### config.mk
export PLATFORM = sky130hd
export DESIGN_NAME = dmem_port_ctrl
export DESIGN_NICKNAME = d
export VERILOG_FILES = /design/src/rtl/dmem_port_ctrl.sv
export SDC_FILE = /design/constraint.sdc
export NUM_CORES = 1
export LEC_CHECK = 0
export BUFFER_PORTS_ARGS = -buffer_cell sky130_fd_sc_hd__buf_4
export CORE_AREA = 5 5 116 118
export CTS_CLUSTER_SIZE = 20
export DETAILED_ROUTE_END_ITERATION = 16
export DIE_AREA = 0 0 121 123
export PLACE_DENSITY = 0.69
export SLEW_MARGIN = 20
export SYNTH_ARGS = -nofsm -noshare
export SYNTH_HDL_FRONTEND = slang
export SYNTH_SLANG_ARGS = --single-unit
### constraint.sdc
create_clock -name CLK -period 2.51 [get_ports CLK]
set_input_delay 0.1255 -clock CLK [delete_from_list [all_inputs] [get_ports CLK]]
set_output_delay 0.1255 -clock CLK [all_outputs]
set_load 0.02 [all_outputs]
### src/rtl/dmem_port_ctrl.sv
// rtl/dmem_port_ctrl.sv - mem/debug two-port data-memory controller with byte-lane read-modify-write
// Optional macro DMEM_PORT_CTRL_DBG_EN enables arbitration of the debug port.
module dmem_port_ctrl #(
  parameter int ADDR_WIDTH = 32
) (
  input  logic                  CLK,
  input  logic                  RESET,
  input  logic                  mem_req,
  input  logic                  mem_we,
  input  logic [ADDR_WIDTH-1:0] mem_addr,
  input  logic [3:0]            mem_be,
  input  logic [31:0]           mem_wdata,
  output logic                  mem_ack,
  output logic [31:0]           mem_rdata,
  output logic                  mem_stall,
  input  logic                  dbg_req,
  input  logic                  dbg_we,
  input  logic [ADDR_WIDTH-1:0] dbg_addr,
  input  logic [3:0]            dbg_be,
  input  logic [31:0]           dbg_wdata,
  output logic                  dbg_ack,
  output logic [31:0]           dbg_rdata,
  output logic [ADDR_WIDTH-1:0] dm_addr,
  output logic                  dm_read,
  output logic                  dm_write,
  output logic [31:0]           dm_wdata,
  input  logic [31:0]           dm_rdata
);

  typedef enum logic [2:0] {IDLE, RD, RD_DATA, RMW_RD, RMW_MERGE, WR, ACK} state_t;

  state_t                state_q, state_d;
  logic                  we_q, we_d;
  logic [ADDR_WIDTH-3:0] waddr_q, waddr_d;
  logic [3:0]            be_q, be_d;
  logic [31:0]           data_q, data_d;
  logic                  gnt_dbg_q, gnt_dbg_d;
  logic                  last_dbg_q, last_dbg_d;

  logic                  pick_dbg;
  logic                  sel_we;
  logic [ADDR_WIDTH-1:0] sel_addr;
  logic [3:0]            sel_be;
  logic [31:0]           sel_wdata;

`ifdef DMEM_PORT_CTRL_DBG_EN
  logic unused_lsb;
  // Round-robin: on a tie the port that did not win last time is granted.
  assign pick_dbg  = dbg_req & (~mem_req | ~last_dbg_q);
  assign sel_we    = pick_dbg ? dbg_we    : mem_we;
  assign sel_addr  = pick_dbg ? dbg_addr  : mem_addr;
  assign sel_be    = pick_dbg ? dbg_be    : mem_be;
  assign sel_wdata = pick_dbg ? dbg_wdata : mem_wdata;
  assign unused_lsb = ^{mem_addr[1:0], dbg_addr[1:0]};
`else
  logic unused_dbg;
  assign pick_dbg  = 1'b0;
  assign sel_we    = mem_we;
  assign sel_addr  = mem_addr;
  assign sel_be    = mem_be;
  assign sel_wdata = mem_wdata;
  assign unused_dbg = ^{dbg_req, dbg_we, dbg_addr, dbg_be, dbg_wdata, mem_addr[1:0]};
`endif

  always_ff @(posedge CLK or negedge RESET) begin
    if (!RESET) begin
      state_q    <= IDLE;
      we_q       <= 1'b0;
      waddr_q    <= '0;
      be_q       <= 4'h0;
      data_q     <= 32'h0;
      gnt_dbg_q  <= 1'b0;
      last_dbg_q <= 1'b1;
    end else begin
      state_q    <= state_d;
      we_q       <= we_d;
      waddr_q    <= waddr_d;
      be_q       <= be_d;
      data_q     <= data_d;
      gnt_dbg_q  <= gnt_dbg_d;
      last_dbg_q <= last_dbg_d;
    end
  end

  always_comb begin
    state_d    = state_q;
    we_d       = we_q;
    waddr_d    = waddr_q;
    be_d       = be_q;
    data_d     = data_q;
    gnt_dbg_d  = gnt_dbg_q;
    last_dbg_d = last_dbg_q;
    case (state_q)
      IDLE: begin
        if (mem_req || pick_dbg) begin
          gnt_dbg_d  = pick_dbg;
          last_dbg_d = pick_dbg;
          we_d       = sel_we;
          waddr_d    = sel_addr[ADDR_WIDTH-1:2];
          be_d       = sel_be;
          data_d     = sel_wdata;
          if (!sel_we)               state_d = RD;
          else if (sel_be == 4'hF)   state_d = WR;
          else if (sel_be == 4'h0)   state_d = ACK;
          else                       state_d = RMW_RD;
        end
      end
      RD:      state_d = RD_DATA;
      RD_DATA: begin
        data_d  = dm_rdata;
        state_d = ACK;
      end
      RMW_RD:  state_d = RMW_MERGE;
      // data_q still holds the store data here; overlay it on the fetched word.
      RMW_MERGE: begin
        for (int i = 0; i < 4; i++) begin
          data_d[8*i +: 8] = be_q[i] ? data_q[8*i +: 8] : dm_rdata[8*i +: 8];
        end
        state_d = WR;
      end
      WR:      state_d = ACK;
      ACK:     state_d = IDLE;
      default: state_d = IDLE;
    endcase
  end

  assign dm_read   = (state_q == RD) || (state_q == RMW_RD);
  assign dm_write  = (state_q == WR);
  assign dm_addr   = (state_q == IDLE) ? '0 : {waddr_q, 2'b00};
  assign dm_wdata  = dm_write ? data_q : 32'h0;

  assign mem_ack   = (state_q == ACK) & ~gnt_dbg_q;
  assign mem_rdata = (mem_ack & ~we_q) ? data_q : 32'h0;
  assign mem_stall = mem_req & ~mem_ack;

`ifdef DMEM_PORT_CTRL_DBG_EN
  assign dbg_ack   = (state_q == ACK) & gnt_dbg_q;
  assign dbg_rdata = (dbg_ack & ~we_q) ? data_q : 32'h0;
`else
  assign dbg_ack   = 1'b0;
  assign dbg_rdata = 32'h0;
`endif

endmodule

==> impl_metrics.env <==
export IMPL_status="finished, final reports clean"
export IMPL_die_h_um=123
export IMPL_crit_path_end="mem_rdata[27]"
export IMPL_gr_usage_all_layers_pct=16.7
export IMPL_finalPower_w=0.00829
export IMPL_grt_overflow_total=0
export IMPL_max_cap_viol_count=0
export IMPL_io_pins=307
export IMPL_initial_core_util_pct=33.6
export IMPL_syn_avg_cell_area_um2=10.4
export IMPL_layout_drive_gt1_share_pct=46.7
export IMPL_critPathArrivalTime_ns=2.01
export IMPL_num_rows=41
export IMPL_hold_slack_ns=0.0227
export IMPL_peakVddDrop_mv=0.799
export IMPL_fin_nets=760
export IMPL_place_ws_ns=0.514
export IMPL_grt_antenna_before_repair=0
export IMPL_layout_setup_ws_ns=0.373
export IMPL_rr_startpoint="state_q[1]$_DFFE_PN0P_"
export IMPL_area_delta_synth_final_pct=44.4
export IMPL_routed_wl_mm=12.6
export IMPL_grt_pass1_vias=3816
export IMPL_cts_tree="built"
export IMPL_fin_crit_ns=2.14
export IMPL_drtPass1Iterations=4
export IMPL_hold_viol=0
export IMPL_die_w_um=121
export IMPL_path_cells="nand3b_1, nor2_2, buf_4, and2_1, buf_4"
export IMPL_yosysUniqueCellTypes=35
export IMPL_clkLatencyLatePin_ns=0.33
export IMPL_viasPerCell=4.90
export IMPL_n_antenna_cell=0
export IMPL_clk_transition_reported_paths_ns=0.06
export IMPL_drc_errors=0
export IMPL_min_period_over_period_pct=85.1
export IMPL_htree_levels=3
export IMPL_cp_end_kind="output port"
export IMPL_fillers=1135
export IMPL_slew_violations=0
export IMPL_drt_iter0_drc=148
export IMPL_ys_seq_elements=70
export IMPL_hold_class="in2reg"
export IMPL_slew_headroom_pct=39.4
export IMPL_setup_reg_to_reg_worst_slack_ns=0.53
export IMPL_gp_congestion=0.784
export IMPL_dp_cells=746
export IMPL_clockRootBuffer="clkbuf_16"
export IMPL_cpMaxStageDelayCell="dfrtp_1"
export IMPL_hpwl_mm=9.15
export IMPL_finalSetupTns_ns=0
export IMPL_die_area_um2=14900
export IMPL_cts_buffer_depth=2
export IMPL_yosysWarnings=0
export IMPL_fin_skew_ns=0.00847
export IMPL_crit_path_start="state_q[1]$_DFFE_PN0P_"
export IMPL_core_um2=12400
export IMPL_max_freq_mhz=468
export IMPL_finalSetupViolations=0
export IMPL_grt_pass1_wl_mm=19.9
export IMPL_crit_required_ns=2.38
export IMPL_vias=3737
export IMPL_clock_sinks=70
export IMPL_grt_max_degree=71
export IMPL_wire_per_inst_um=16.5
export IMPL_port_buffers=199
export IMPL_p_leak_nw=2.82
export IMPL_cp_max_fo=23
export IMPL_yosysSeqAreaShare_pct=42.2
export IMPL_cts_buffers=9
export IMPL_timing_rr_end="data_q[17]$_DFFE_PN0P_"
export IMPL_setup_worst_path_class="reg2out"
export IMPL_r2r_cells=3
export IMPL_synthCells=401
export IMPL_tightest_slew_ns=0.909
export IMPL_cpPeakStageDelay_ns=0.73
export IMPL_crit_top_cell="buf_4"
export IMPL_rsz0062_at_grt="no"
export IMPL_power_density_nw_per_um2=1380
export IMPL_synth_area_um2=4150
export IMPL_antenna_left=0
export IMPL_finalNonFillerCells=763
export IMPL_postCtsResizedCells=0
export IMPL_start_kind="flop"
-- per-stage QoR --
stage          cell area, um^2  utilization, %
6_report                  6000            48.5
5_1_grt                   6000            48.5
2_1_floorplan             4280               -
3_5_place_dp              5690            46.0
3_3_place_gp              5690            46.0
4_1_cts                   6000            48.5
-- report_power, final --
part           internal (W)  switching [W]  total [W]
clock              0.000798       0.000492    0.00129
sequential          0.00172       0.000393    0.00211
combinational       0.00224        0.00265    0.00489
total               0.00476        0.00354    0.00829
-- sequential cells by signal, summed over array words and instances (netlist names) --
name     flops
state_q      3
we_q         1
data_q      32
be_q         4
waddr_q     30
-- final cells by class --
| cell class | instances | area [um^2] | share of cell area (%) |
|---|---|---|---|
| multi-input cells | 290 | 2110 | 35.2 |
| well taps | 172 | 215 | 3.59 |
| inverters | 3 | 11.3 | 0.188 |
| clock inverters | 5 | 60.1 | 1.00 |
| flip-flops and latches | 70 | 1750 | 29.2 |
| clock buffers | 11 | 243 | 4.05 |
| repair buffers | 212 | 1610 | 26.8 |
-- cell usage after synthesis --
cell | instances | share of area [%]
dfrtp_1 | 70 | 42
and2_1 | 66 | 9.9
buf_4 | 38 | 6.9
mux2_2 | 35 | 9.5
o21ai_0 | 33 | 4.0
a221oi_1 | 32 | 6.7
a2bb2oi_1 | 32 | 6.7
nor2b_1 | 30 | 4.5
clkbuf_1 | 17 | 1.5
buf_2 | 15 | 1.8
a21oi_4 | 3 | 1.2
inv_1 | 3 | 0.27
buf_6 | 2 | 0.54
nor2_1 | 2 | 0.18
or3b_1 | 2 | 0.42
or3b_2 | 2 | 0.42
a211o_1 | 1 | 0.21
a211oi_1 | 1 | 0.18
a21oi_1 | 1 | 0.12
a21oi_2 | 1 | 0.21
a31oi_1 | 1 | 0.15
and2_2 | 1 | 0.18
and2b_2 | 1 | 0.21
conb_1 | 1 | 0.090
nand2_1 | 1 | 0.090
nand2b_1 | 1 | 0.15
nand3b_1 | 1 | 0.18
nand4_1 | 1 | 0.15
nor3_1 | 1 | 0.12
nor3b_1 | 1 | 0.18
o21bai_1 | 1 | 0.18
o31ai_1 | 1 | 0.18
or4_1 | 1 | 0.18
xnor2_1 | 1 | 0.21
xor2_1 | 1 | 0.21
-- worst max-delay path, delay by kind of cell (launching register included) --
kind,cells,cell delay [ns]
flip-flops,1,0.73
AND/OR/NAND/NOR,3,0.55
buffers and inverters,2,0.39
-- what timing repair did --
| action | CTS | global route |
|---|---|---|
| endpoints found under the hold margin | 70 | 0 |
| hold buffers | 1 | 0 |
| setup buffers | 0 | 0 |
-- how the worst min path moves through the flow --
stage / start / end / depth (start not counted)
6_report: mem_addr[27] / waddr_q[25]$_DFFE_PN0P_ / 2
5_1_grt: mem_addr[29] / waddr_q[27]$_DFFE_PN0P_ / 2
4_1_cts: mem_addr[27] / waddr_q[25]$_DFFE_PN0P_ / 2
3_5_place_dp: RESET / waddr_q[1]$_DFFE_PN0P_ / 1
3_3_place_gp: RESET / waddr_q[24]$_DFFE_PN0P_ / 1
2_1_floorplan: RESET / be_q[0]$_DFFE_PN0P_ / 0
-- metal layers --
metal,GRT usage [%],vias up,wire length [um]
li1,-,1732,-
met1,20.9,1798,5090
met2,27.4,185,6100
met3,5.17,22,1220
met4,5.81,0,189
met5,0,-,0
-- kinds of logic after synthesis --
logic type / count (synthesis) / share of synthesized area [%]
multiplexers: 35 / 9.49
buffers and inverters: 75 / 11.0
XOR/XNOR: 2 / 0.422
other: 1 / 0.0903
flip-flops: 70 / 42.2
AO/OA/AOI/OAI: 107 / 19.9
AND/OR/NAND/NOR: 111 / 16.9
-- cells in the final DEF (no fill, tap or decap), types with 2 or more instances in the layout --
cell	count
inv_1	3
o21ai_0	33
dfrtp_1	69
or3b_2	2
mux2_2	35
nor2b_1	30
clkbuf_16	9
a221oi_1	32
a21oi_4	3
buf_4	210
a2bb2oi_1	32
clkinv_4	2
and2_1	66
or3b_1	2
conb_1	35
(Power assumes the default switching activity.)
